===== src/rtl/alu_pkg.sv =====
// Shared definitions for the sequential ALU: opcode encoding, controller
// states and status-flag bit positions.
package alu_pkg;

    localparam logic [2:0] OP_ADD = 3'b000;
    localparam logic [2:0] OP_SUB = 3'b001;
    localparam logic [2:0] OP_OR  = 3'b010;
    localparam logic [2:0] OP_AND = 3'b011;
    localparam logic [2:0] OP_XOR = 3'b100;
    localparam logic [2:0] OP_SHL = 3'b101;
    localparam logic [2:0] OP_SHR = 3'b110;
    localparam logic [2:0] OP_MUL = 3'b111;

    typedef enum logic {
        ST_IDLE = 1'b0,
        ST_MUL  = 1'b1
    } state_t;

    localparam int FLAG_Z = 0;
    localparam int FLAG_C = 1;
    localparam int FLAG_N = 2;
    localparam int FLAG_V = 3;

endpackage


===== src/rtl/alu_mul_seq.sv =====
// Unsigned shift-add multiplier core: load latches the operands, each step
// retires one multiplier bit, last flags the step that completes the product.
module alu_mul_seq #(
    parameter int WIDTH = 8
) (
    input  logic                 clk,
    input  logic                 rst_n,
    input  logic                 load,
    input  logic                 step,
    input  logic [WIDTH-1:0]     a,
    input  logic [WIDTH-1:0]     b,
    output logic                 last,
    output logic [2*WIDTH-1:0]   product_nxt
);

    localparam int CNT_W = $clog2(WIDTH + 1);

    logic [WIDTH-1:0] mcand_q, mcand_d;
    logic [WIDTH-1:0] hi_q, hi_d;
    logic [WIDTH-1:0] lo_q, lo_d;
    logic [CNT_W-1:0] cnt_q, cnt_d;
    logic [WIDTH:0]   sum;

    // The low half starts as the multiplier and fills with product bits as it shifts.
    always_comb begin
        sum         = {1'b0, hi_q} + (lo_q[0] ? {1'b0, mcand_q} : '0);
        product_nxt = {sum, lo_q[WIDTH-1:1]};
        last        = (cnt_q == CNT_W'(WIDTH - 1));
    end

    always_comb begin
        mcand_d = mcand_q;
        hi_d    = hi_q;
        lo_d    = lo_q;
        cnt_d   = cnt_q;
        if (load) begin
            mcand_d = a;
            hi_d    = '0;
            lo_d    = b;
            cnt_d   = '0;
        end else if (step) begin
            {hi_d, lo_d} = product_nxt;
            cnt_d        = cnt_q + CNT_W'(1);
        end
    end

    always_ff @(posedge clk or negedge rst_n) begin
        if (!rst_n) begin
            mcand_q <= '0;
            hi_q    <= '0;
            lo_q    <= '0;
            cnt_q   <= '0;
        end else begin
            mcand_q <= mcand_d;
            hi_q    <= hi_d;
            lo_q    <= lo_d;
            cnt_q   <= cnt_d;
        end
    end

endmodule


===== src/rtl/alu_seq.sv =====
// Sequential ALU: single-cycle logic/arithmetic ops, multi-cycle multiply,
// registered result and {V,N,C,Z} flags, output-enabled bus drive.
//   state   | meaning
//   ST_IDLE | accepting start; non-MUL ops complete at the start edge
//   ST_MUL  | multiplier stepping, start ignored, busy high
module alu_seq
    import alu_pkg::*;
#(
    parameter int WIDTH = 8
) (
    input  logic             clk,
    input  logic             rst_n,
    input  logic [WIDTH-1:0] reg_a,
    input  logic [WIDTH-1:0] reg_b,
    input  logic [2:0]       op_select,
    input  logic             start,
    input  logic             alu_out,
    output logic             busy,
    output logic             done,
    output logic [WIDTH-1:0] result,
    output logic [WIDTH-1:0] result_hi,
    output logic [3:0]       flags,
    output logic [WIDTH-1:0] data_out
);

    state_t           state_q, state_d;
    logic [WIDTH-1:0] result_q, result_d;
    logic [WIDTH-1:0] result_hi_q, result_hi_d;
    logic [3:0]       flags_q, flags_d;
    logic             done_q, done_d;

    logic               mul_load, mul_step, mul_last;
    logic [2*WIDTH-1:0] mul_prod;

    logic [WIDTH:0]   ext;
    logic [WIDTH-1:0] alu_r;
    logic             alu_c, alu_v;
    logic [3:0]       alu_flags, mul_flags;

    alu_mul_seq #(.WIDTH(WIDTH)) u_mul (
        .clk         (clk),
        .rst_n       (rst_n),
        .load        (mul_load),
        .step        (mul_step),
        .a           (reg_a),
        .b           (reg_b),
        .last        (mul_last),
        .product_nxt (mul_prod)
    );

    // Extended add/sub so the top bit is carry out (ADD) or borrow (SUB).
    always_comb begin
        ext   = '0;
        alu_r = '0;
        alu_c = 1'b0;
        alu_v = 1'b0;
        unique case (op_select)
            OP_ADD: begin
                ext   = {1'b0, reg_a} + {1'b0, reg_b};
                alu_r = ext[WIDTH-1:0];
                alu_c = ext[WIDTH];
                alu_v = (reg_a[WIDTH-1] == reg_b[WIDTH-1]) && (alu_r[WIDTH-1] != reg_a[WIDTH-1]);
            end
            OP_SUB: begin
                ext   = {1'b0, reg_a} - {1'b0, reg_b};
                alu_r = ext[WIDTH-1:0];
                alu_c = ext[WIDTH];
                alu_v = (reg_a[WIDTH-1] != reg_b[WIDTH-1]) && (alu_r[WIDTH-1] != reg_a[WIDTH-1]);
            end
            OP_OR:  alu_r = reg_a | reg_b;
            OP_AND: alu_r = reg_a & reg_b;
            OP_XOR: alu_r = reg_a ^ reg_b;
            OP_SHL: begin
                alu_r = {reg_a[WIDTH-2:0], 1'b0};
                alu_c = reg_a[WIDTH-1];
            end
            OP_SHR: begin
                alu_r = {1'b0, reg_a[WIDTH-1:1]};
                alu_c = reg_a[0];
            end
            default: alu_r = '0;
        endcase

        alu_flags         = '0;
        alu_flags[FLAG_Z] = (alu_r == '0);
        alu_flags[FLAG_C] = alu_c;
        alu_flags[FLAG_N] = alu_r[WIDTH-1];
        alu_flags[FLAG_V] = alu_v;

        mul_flags         = '0;
        mul_flags[FLAG_Z] = (mul_prod == '0);
        mul_flags[FLAG_C] = (mul_prod[2*WIDTH-1:WIDTH] != '0);
        mul_flags[FLAG_N] = mul_prod[WIDTH-1];
    end

    always_comb begin
        state_d     = state_q;
        result_d    = result_q;
        result_hi_d = result_hi_q;
        flags_d     = flags_q;
        done_d      = 1'b0;
        mul_load    = 1'b0;
        mul_step    = 1'b0;
        unique case (state_q)
            ST_IDLE: begin
                if (start) begin
                    if (op_select == OP_MUL) begin
                        mul_load = 1'b1;
                        state_d  = ST_MUL;
                    end else begin
                        result_d    = alu_r;
                        result_hi_d = '0;
                        flags_d     = alu_flags;
                        done_d      = 1'b1;
                    end
                end
            end
            ST_MUL: begin
                mul_step = 1'b1;
                if (mul_last) begin
                    result_d    = mul_prod[WIDTH-1:0];
                    result_hi_d = mul_prod[2*WIDTH-1:WIDTH];
                    flags_d     = mul_flags;
                    done_d      = 1'b1;
                    state_d     = ST_IDLE;
                end
            end
            default: state_d = ST_IDLE;
        endcase
    end

    always_ff @(posedge clk or negedge rst_n) begin
        if (!rst_n) begin
            state_q     <= ST_IDLE;
            result_q    <= '0;
            result_hi_q <= '0;
            flags_q     <= '0;
            done_q      <= 1'b0;
        end else begin
            state_q     <= state_d;
            result_q    <= result_d;
            result_hi_q <= result_hi_d;
            flags_q     <= flags_d;
            done_q      <= done_d;
        end
    end

    assign busy      = (state_q == ST_MUL);
    assign done      = done_q;
    assign result    = result_q;
    assign result_hi = result_hi_q;
    assign flags     = flags_q;
    assign data_out  = alu_out ? result_q : '0;

endmodule


===== config.mk =====
export PLATFORM = sky130hd
export DESIGN_NAME = alu_seq
export DESIGN_NICKNAME = d
export VERILOG_FILES = /design/src/rtl/alu_pkg.sv /design/src/rtl/alu_mul_seq.sv /design/src/rtl/alu_seq.sv
export SDC_FILE = /design/constraint.sdc
export NUM_CORES = 1
export LEC_CHECK = 0
export ABC_AREA = 1
export CORE_MARGIN = 10
export CORE_UTILIZATION = 45
export DETAILED_ROUTE_END_ITERATION = 10
export GPL_TIMING_DRIVEN = 0
export PLACE_DENSITY = 0.66
export SLEW_MARGIN = 20
export SYNTH_ARGS = -nofsm -noshare
export SYNTH_HDL_FRONTEND = slang
export SYNTH_HIERARCHICAL = 1
export SYNTH_SLANG_ARGS = --single-unit

===== constraint.sdc =====
create_clock -name clk -period 2.4 [get_ports clk]
set_clock_uncertainty 0.05 [all_clocks]
set_input_delay 0.36 -clock clk [delete_from_list [all_inputs] [get_ports clk]]
set_output_delay 0.36 -clock clk [all_outputs]
set_load 0.03 [all_outputs]

Yosys cells after proc, flatten, opt, wreduce, memory -nomap -nowiden. Index checks and enable logic that the tools add are counted.

$mul: 0. Magnitude comparators: 0. Divide/modulo/power cells: 0. Reductions and logical operators: 8. Mux-type cells: 33. Equality and inequality tests: 15. $add $sub $neg: 4. Bitwise logic cells: 4. Shifts and indexed selects: 0.

Operators by type and width (count): $mux 8 (12); $pmux 8 s7 (1); $pmux 8 s2 (2); $mux 4 (5); $logic_not 16->1 (1); $eq 3x3->1 const B (4); $add 8x8->9 (1); $add 8x9->9 (1); $sub 8x8->9 (1); $and 8x8->8 (1); $logic_not 8->1 (1); $mux 1 (8); $or 8x8->8 (1); $pmux 4 s2 (1); $reduce_bool 8->1 (1); $xor 8x8->8 (1); $eq 3x2->1 const B (2); $pmux 1 s2 (3); $add 4x1->4 const B (1); $eq 4x3->1 const B (1); $ne 2x2->1 const B (2); $pmux 1 s4 (1); $eq 3x1->1 const B (1); $logic_not 3->1 (1); other kinds (7) (10).

Flip-flop bits (word level): 50. Logic and storage cells: 73. Memory bits (writable): 0. Bits in latches: 0. Memory bits (read-only): 0. Memories: 0.

Longest topological paths before layout. Gate-level depths: netlist of run 1.

Word-level depth: 7. Mapped depth: 17. Depth with buffers taken out: 16.

Modules after synthesis. The synthesis of run 1 kept the hierarchy.

By module, submodules not included: alu_seq (times used 1, sequential area each 525.5 um^2, cells an instance 387, area each 2381.0 um^2); alu_mul_seq (times used 1, sequential area each 700.7 um^2, cells an instance 207, area each 1644.1 um^2).

Worst setup path after synthesis of run 1. No wires, ideal clock.

Kind: reg2reg. From: register u_mul.lo_q[0]. To: register flags_q[0], in the netlist flags[0]. Data arrival time: 2.287 ns. Required time: 2.273 ns. Slack: -0.015 ns. Stages on the path, launching flop included: 16. Library setup time: 0.077 ns. Period minus slack after synthesis: 2.415 ns. Cells stage by stage: dfrtp_1 > clkbuf_1 > nand2_1 > inv_1 > ha_1 > fa_1 > nand2_1 > nand2_1 > nand3_1 > nand3b_1 > and2_1 > inv_1 > nand2_1 > nor4_1 > a41oi_1 > a21oi_1.

Cells in the longest elaborated chain, start to end: 5.

RTL lines: from (decl) (line alu_mul_seq.sv:20) `logic [WIDTH-1:0] lo_q, lo_d;`; from (signal assigned) (line alu_mul_seq.sv:56) `lo_q <= lo_d;`; $mux 8 (line alu_mul_seq.sv:26) `sum = {1'b0, hi_q} + (lo_q[0] ? {1'b0, mcand_q} : '0);`; $add 8x9->9 (line alu_mul_seq.sv:26); via mul_prod[13] (line alu_seq.sv:33) `logic [2*WIDTH-1:0] mul_prod;`; $logic_not 16->1 (line alu_seq.sv:91) `mul_flags[FLAG_Z] = (mul_prod == '0);`; $mux 4 (line alu_seq.sv:120) `if (mul_last) begin`; $pmux 4 s2 (line alu_seq.sv:104) `unique case (state_q)`; to (signal assigned) (line alu_seq.sv:143) `flags_q <= flags_d;`; to (decl) (line alu_seq.sv:29) `logic [3:0] flags_q, flags_d;`.

The timed path passes the listed nets, and every way through them passes these cells. The select of a mux whose other input is x is not followed. A chain may end at the register's enable or synchronous reset.

Worst setup path after layout of run 1. Ends and elaborated chain as after synthesis.

==> impl_metrics.csv, run 1 <==
group,metric,value,unit
timing,max_freq,393,MHz
timing,layout_min_cycle_time,2.54,ns
yosys,syn_inst,594,
place,dp_hpwl,9.25,mm
global_routing,grt_pass1_vias,3819,
detailed_routing,vias_per_cell,5.26,
critical_path,r2r-start,"u_mul/lo_q[0]$_DFFE_PN0P_",
pwr,p_total,4.58,mW
timing,whs,0.0492,ns
run_status,violations,"negative setup slack",
critical_path,rr_endpoint,"flags[0]$_DFFE_PN0P_",
final_layout,diodes,0,
clocking,clkLatencyLatePin,0.31,ns
critical_path,crit_path_max_fanout,7,
yosys,synth_cell_types,36,
yosys,yosys-top-cells-area,"dfrtp_1 (30%), nand2_1 (17%), ha_1 (10%)",
clocking,numCtsBuffers,5,
critical_path,worst-r2r-cell-count,13,
yosys,yosys.area.top_type_share,0.305,
yosys,ys_ff_latch,49,
clocking,clkSinkCount,49,
floorplanning,initial_core_util,0.462,
global_routing,grt_overflow,0,
global_routing,antenna_found_initial,0,
global_routing,grt_max_degree,30,
final_layout,area_growth,25.8,%
final_layout,seqCellArea,0.00123,mm^2
critical_path,cpPeakStageDelay,0.43,ns
final_layout,nets,716,
critical_path,path_buf_inv,3,
yosys,syn_area,0.00403,mm^2
critical_path,slowest_stage,"dfrtp_2",
run_status,outcome,"finished, violations left",
floorplanning,pin_count,53,
critical_path,crit_required,2.58,ns
detailed_routing,wl_per_cell,15.4,um
timing,fin_crit_sh,1.06,
final_layout,fill_cells,826,
detailed_routing,firstDrtPassIters,5,
pwr,powerDensity,904,mW/mm^2
detailed_routing,via_count,4031,
clocking,cts_root_buf,"clkbuf_8",
clocking,clkTransAtPathRegs,0.10,ns
final_layout,multiInputGateArea,0.00247,mm^2
flow_run,max_cap_viol_count,0,
critical_path,r2r_slack,-0.14,ns
place,dpl.cell_count,753,
timing,slew_headroom,0.531,
timing,rsz0062_at_grt,"yes",
floorplanning,rows,34,
critical_path,cp.depth,13,
yosys,yosys_warnings,6,
critical_path,worstSetupStartpointType,"flip-flop",
timing,timing.setup.tns,-0.212,ns
pwr,leakagePower,2.77,nW
timing,hold_viol,0,
min_path,hold_class,"primary input to async pin",
critical_path,worstSetupPathType,"flip-flop to flip-flop",
yosys,syn_nets,653,
place,place.port_buffers,50,
timing,drv_slew,0,
timing,finalSetupViolCount,2,
final_layout,drive_above_1_share,0.149,
detailed_routing,drt-total-wl,11.8,mm
detailed_routing,final_antenna_net_count,0,
detailed_routing,drt_iter0_drc,220,
timing,setup_ws,-0.143,ns
detailed_routing,drc_errors,0,
final_layout,finalNonFillerCells,766,
clocking,clockBufferDepth,2,
floorplanning,core-area,0.00872,mm^2
critical_path,end_kind,"flip-flop",
yosys,synth-seq-area-share,0.305,
floorplanning,die-area,0.0131,mm^2
clocking,cts_tree,"done",
critical_path,cp_cell_sequence,"buf_6 > nand2_1 > inv_1 > ha_4 > or2_4 > nand3b_1 > nand3_2 > and2_4 > inv_2 > nand2_4 > nor4_4 > a41oi_2 > a21oi_1",
critical_path,critPathTopFamily,"simple AND/OR/NAND/NOR gates",
pwr,peakVddDrop,325,uV
timing,tightest_slew,0.703,ns
floorplanning,die_y,115,um
clocking,h-tree-depth,2,
place,gp_congestion,0.908,
yosys,synth_area_leader_cell,"dfrtp_1",
global_routing,grt_use_total,0.175,
yosys,syn_avg_cell_area,6.78,um^2
global_routing,grt_pass1_wl,19.0,mm
floorplanning,die_w,115,um
critical_path,arrival,2.72,ns
how the worst max path moves through the flow:
stage	slack [ns]	endpoint	start
CTS	-0.07	flags[0]$_DFFE_PN0P_	u_mul/lo_q[0]$_DFFE_PN0P_
floorplan	0.04	flags[0]$_DFFE_PN0P_	u_mul/lo_q[0]$_DFFE_PN0P_
finish	-0.14	flags[0]$_DFFE_PN0P_	u_mul/lo_q[0]$_DFFE_PN0P_
global route	-0.23	flags[0]$_DFFE_PN0P_	u_mul/lo_q[0]$_DFFE_PN0P_
detailed placement	-0.47	flags[0]$_DFFE_PN0P_	reg_a[0]
global placement	-0.50	u_mul/cnt_q[2]$_DFFE_PN0P_	rst_n
registers in the layout (all words and copies together), names as in the netlist:
signal and cells:
u_mul/cnt_q 4, done 1, busy 1, flags 4, result 7, result_hi 8
u_mul/lo_q 8, u_mul/mcand_q 8, u_mul/hi_q 8
synth_stat cells (all sizes together):
master,count
nand2,180
inv,93
dfrtp,49
nor2,49
nand3,45
ha,33
a21oi,28
buf,24
o21ai,24
nand4,16
o22ai,9
nor3,5
o31ai,5
clkbuf,4
nand3b,4
o221ai,4
a22o,3
and2,3
fa,3
xor2,3
nor4,2
o211ai,2
a21o,1
a22oi,1
a41oi,1
nor2b,1
o21bai,1
or2,1
through the flow:
step                utilization  instance area [um^2]  setup slack [ns]
floorplan                     -                  4030            0.0364
global route              0.581                  5060            -0.232
detailed placement        0.538                  4690            -0.471
CTS                       0.565                  4930           -0.0672
global placement          0.535                  4670            -0.496
finish                    0.581                  5060            -0.143
area by class of cell:
type / instances / share of cell area
plain buffers: 26 / 0.0348
well taps: 108 / 0.0267
repair buffers: 58 / 0.118
inverters: 93 / 0.0694
clock buffers: 5 / 0.0136
multi-input cells: 424 / 0.487
clock inverters: 3 / 0.00865
flip-flops and latches: 49 / 0.242
where the power goes:
part | total [mW] | switching (mW) | internal (mW)
clock network | 0.602 | 0.289 | 0.313
registers | 1.40 | 0.249 | 1.15
logic | 2.58 | 1.54 | 1.04
total | 4.58 | 2.08 | 2.50
kinds of logic (layout without fill, tap and decap cells):
logic type               after synthesis  after routing  share of synthesized area
AO/OA/AOI/OAI                         79             79                      0.116
XOR/XNOR                               3              3                    0.00653
adder cells (fa/ha/maj)               36             36                      0.118
buffers and inverters                121            185                      0.130
flip-flops                            49             49                      0.305
AND/OR/NAND/NOR                      306            306                      0.325
cell usage in the layout (no fill, tap or decap), types with 16 or more instances in the layout:
master and instances:
a21oi_1 24, buf_4 17, clkdlybuf4s50_1 38, dfrtp_1 48
ha_1 26, inv_1 82, nand2_1 168, nand3_1 41
nand4_1 16, nor2_1 43, o21ai_0 23
per-layer routing:
metal	global-route usage	vias up	part of all wire
li1	-	2014	-
met1	0.240	1863	0.47
met2	0.275	142	0.45
met3	0.0267	12	0.070
met4	0.0510	0	0.014
met5	0	-	0
repair_timing:
action                                  4_1_cts  5_1_grt
pin swaps                                     9       12
buffers inserted                              6        1
gates cloned                                  0        0
endpoints found under the setup margin       18       37
hold buffers                                  0        0
resized for setup                            25       41
Power figures use the tool's default switching activity.
==> run 2, diff against run 1 <==
--- a/config.mk
+++ b/config.mk
@@ -11,6 +11,7 @@
 export DETAILED_ROUTE_END_ITERATION = 10
 export GPL_TIMING_DRIVEN = 0
 export PLACE_DENSITY = 0.66
+export SETUP_SLACK_MARGIN = 0.2
 export SLEW_MARGIN = 20
 export SYNTH_ARGS = -nofsm -noshare
 export SYNTH_HDL_FRONTEND = slang
==> run 2 against run 1 <==
Effect of this change:
- the flow still finishes with violations (negative setup slack)
- sequential share of layout area is 0.16 points lower
- fmax fell by 0.11%
- design area grew 0.67%
- power is 1.1% higher
- flip-flop and latch count did not move
- wire length grew 0.64%
- setup slack lost 0.0029 ns
- via count is 2.8% higher
- count of clock-buffer cells in the layout unchanged
- clock power down 12%
- largest cell class unchanged
==> impl_metrics.csv, run 2 (same netlist as run 1, synthesis figures left out) <==
group,metric,value,unit
run_status,outcome,"finished, violations left",
run_status,violations,"negative setup slack",
pwr,leakagePower,2.78,nW
global_routing,grt_overflow,0,
timing,fin_crit_sh,1.06,
detailed_routing,wl_per_cell,15.3,um
timing,drv_slew,0,
final_layout,diodes,0,
critical_path,worst-r2r-cell-count,15,
timing,hold_viol,0,
clocking,clkLatencyLatePin,0.31,ns
timing,slew_headroom,0.601,
clocking,numCtsBuffers,5,
detailed_routing,drt-total-wl,11.9,mm
pwr,peakVddDrop,363,uV
clocking,clockBufferDepth,2,
pwr,clock_power_share,0.114,
timing,rsz0062_at_grt,"yes",
clocking,cts_tree,"done",
critical_path,crit_top_cell,"nand2_2",
final_layout,final_common_cell,"nand2_1",
timing,layout_min_cycle_time,2.55,ns
detailed_routing,final_antenna_net_count,0,
critical_path,cp_cell_sequence,"clkbuf_8 > nand2_2 > inv_2 > ha_4 > fa_2 > nand2_2 > nand2_2 > nand3_2 > nand3b_1 > and2_4 > inv_2 > nand2_2 > nor4_4 > a41oi_2 > a21oi_1",
min_path,min_path_cells,3,
flow_run,max_cap_viol_count,0,
pwr,pwr-share-seq,0.294,
timing,max_freq,393,MHz
global_routing,grt_use_total,0.179,
clocking,clkSinkCount,49,
floorplanning,core-area,0.00872,mm^2
global_routing,grt_max_degree,26,
pwr,switching_power,2.12,mW
global_routing,grt_pass1_vias,3950,
floorplanning,rows,34,
critical_path,worstSetupPathType,"flip-flop to flip-flop",
global_routing,antenna_found_initial,0,
critical_path,crit_path_max_fanout,5,
floorplanning,pin_count,53,
detailed_routing,via_count,4142,
critical_path,worstSetupStartpointType,"flip-flop",
detailed_routing,drc_errors,0,
final_layout,nets,727,
critical_path,end_kind,"flip-flop",
final_layout,drive_above_1_share,0.157,
detailed_routing,vias_per_cell,5.33,
place,gp_congestion,0.937,
critical_path,path_buf_inv,3,
timing,timing.setup.tns,-0.250,ns
min_path,hold_class,"primary input to flip-flop",
critical_path,crit_required,2.59,ns
critical_path,cpPeakStageDelay,0.41,ns
place,place.port_buffers,50,
timing,tightest_slew,0.598,ns
pwr,powerDensity,907,mW/mm^2
critical_path,slowest_stage,"dfrtp_1",
detailed_routing,firstDrtPassIters,5,
pwr,switching_share,0.459,
floorplanning,initial_core_util,0.462,
critical_path,cp.depth,15,
timing,setup_ws,-0.146,ns
floorplanning,die_y,115,um
floorplanning,die_w,115,um
place,dp_hpwl,9.32,mm
timing,finalSetupViolCount,3,
critical_path,arrival,2.74,ns
pwr,combPwrFrac,0.592,
critical_path,critPathTopFamily,"simple AND/OR/NAND/NOR gates",
clocking,clkTransAtPathRegs,0.10,ns
global_routing,grt_pass1_wl,19.6,mm
place,preCtsSetupSlack,-0.488,ns
detailed_routing,drt_iter0_drc,264,
floorplanning,die-area,0.0131,mm^2
clocking,h-tree-depth,2,
pwr,power.internal,2.50,mW
final_layout,final_cell_mix,"nand2_1 (170), inv_1 (85), dfrtp_1 (48)",
clocking,cts_root_buf,"clkbuf_8",
final_layout,area_growth,26.7,%
==> run 2: changes by cell type in the layout (fill, tap and decap cells not counted), moves of 3 or more <==
cell             delta
buf_4               +5
buf_6               +4
clkdlybuf4s50_1     -4
dlymetal6s2s_1      -4
clkbuf_2            +3
clkdlybuf4s15_1     +3
inv_1               +3
==> run 2: power groups by stage <==
| stage | sequential [mW] | clock [mW] | combinational [mW] |
|---|---|---|---|
| finish | 1.36 | 0.528 | 2.74 |
| global route | 1.40 | 0.569 | 2.99 |
| CTS | 1.39 | 0.547 | 2.61 |
| detailed placement | 1.39 | 0 | 2.37 |
| global placement | 1.38 | 0 | 2.33 |
| floorplan | 1.61 | 0 | 1.32 |
==> run 2: stage by stage <==
stage / power (mW) / std cells / cell area, um^2 / hold slack (ns) / utilization
2_1_floorplan: 2.93 / 594 / 4050 / 0.0144 / -
3_3_place_gp: 3.71 / 752 / 4680 / 0.409 / 0.537
3_5_place_dp: 3.76 / 753 / 4700 / 0.348 / 0.539
4_1_cts: 4.54 / 773 / 4990 / 0.420 / 0.572
5_1_grt: 4.96 / 777 / 5100 / 0.337 / 0.585
6_report: 4.63 / 777 / 5100 / 0.315 / 0.585
==> run 2: final timing paths <==
kind / slack [ns] / to / from
setup / recovery: -0.15 / flags[0]$_DFFE_PN0P_ / u_mul/lo_q[0]$_DFFE_PN0P_
hold / removal: 0.32 / u_mul/mcand_q[2]$_DFFE_PN0P_ / reg_a[2]
setup reg to reg: -0.15 / flags[0]$_DFFE_PN0P_ / u_mul/lo_q[0]$_DFFE_PN0P_
hold reg to reg: 0.43 / u_mul/mcand_q[4]$_DFFE_PN0P_ / u_mul/mcand_q[4]$_DFFE_PN0P_
max in group asynchronous: 1.21 / busy$_DFF_PN0_ / rst_n
min in group asynchronous: 0.53 / u_mul/mcand_q[0]$_DFFE_PN0P_ / rst_n
==> run 2: tightest hold or removal path, stage by stage <==
cell,delay [ns]
clkbuf_2,0.15
nand2_1,0.09
nand2_1,0.04
==> run 2: per-layer routing <==
layer | vias up | GRT usage | part of all wire
met5 | - | 0 | 0
met4 | 0 | 0.0485 | 0.017
met3 | 20 | 0.0377 | 0.075
met2 | 152 | 0.279 | 0.45
met1 | 1928 | 0.243 | 0.46
li1 | 2042 | - | -
==> run 2: layout make-up <==
type | instances | area, um^2
plain buffers | 28 | 200
clock inverters | 3 | 26.3
well taps | 108 | 135
inverters | 93 | 349
clock buffers | 5 | 68.8
fillers | 843 | 3620
multi-input cells | 424 | 2450
repair buffers | 67 | 646
flip-flops and latches | 49 | 1230
==> run 2: timing repair <==
action / in CTS / in global routing
cloned: 1 / 0
buffers inserted: 10 / 4
hold buffers: 1 / 0
resized for setup: 44 / 33
endpoints found under the hold margin: 10 / 0
endpoints found under the setup margin: 36 / 24
pin swaps: 12 / 4
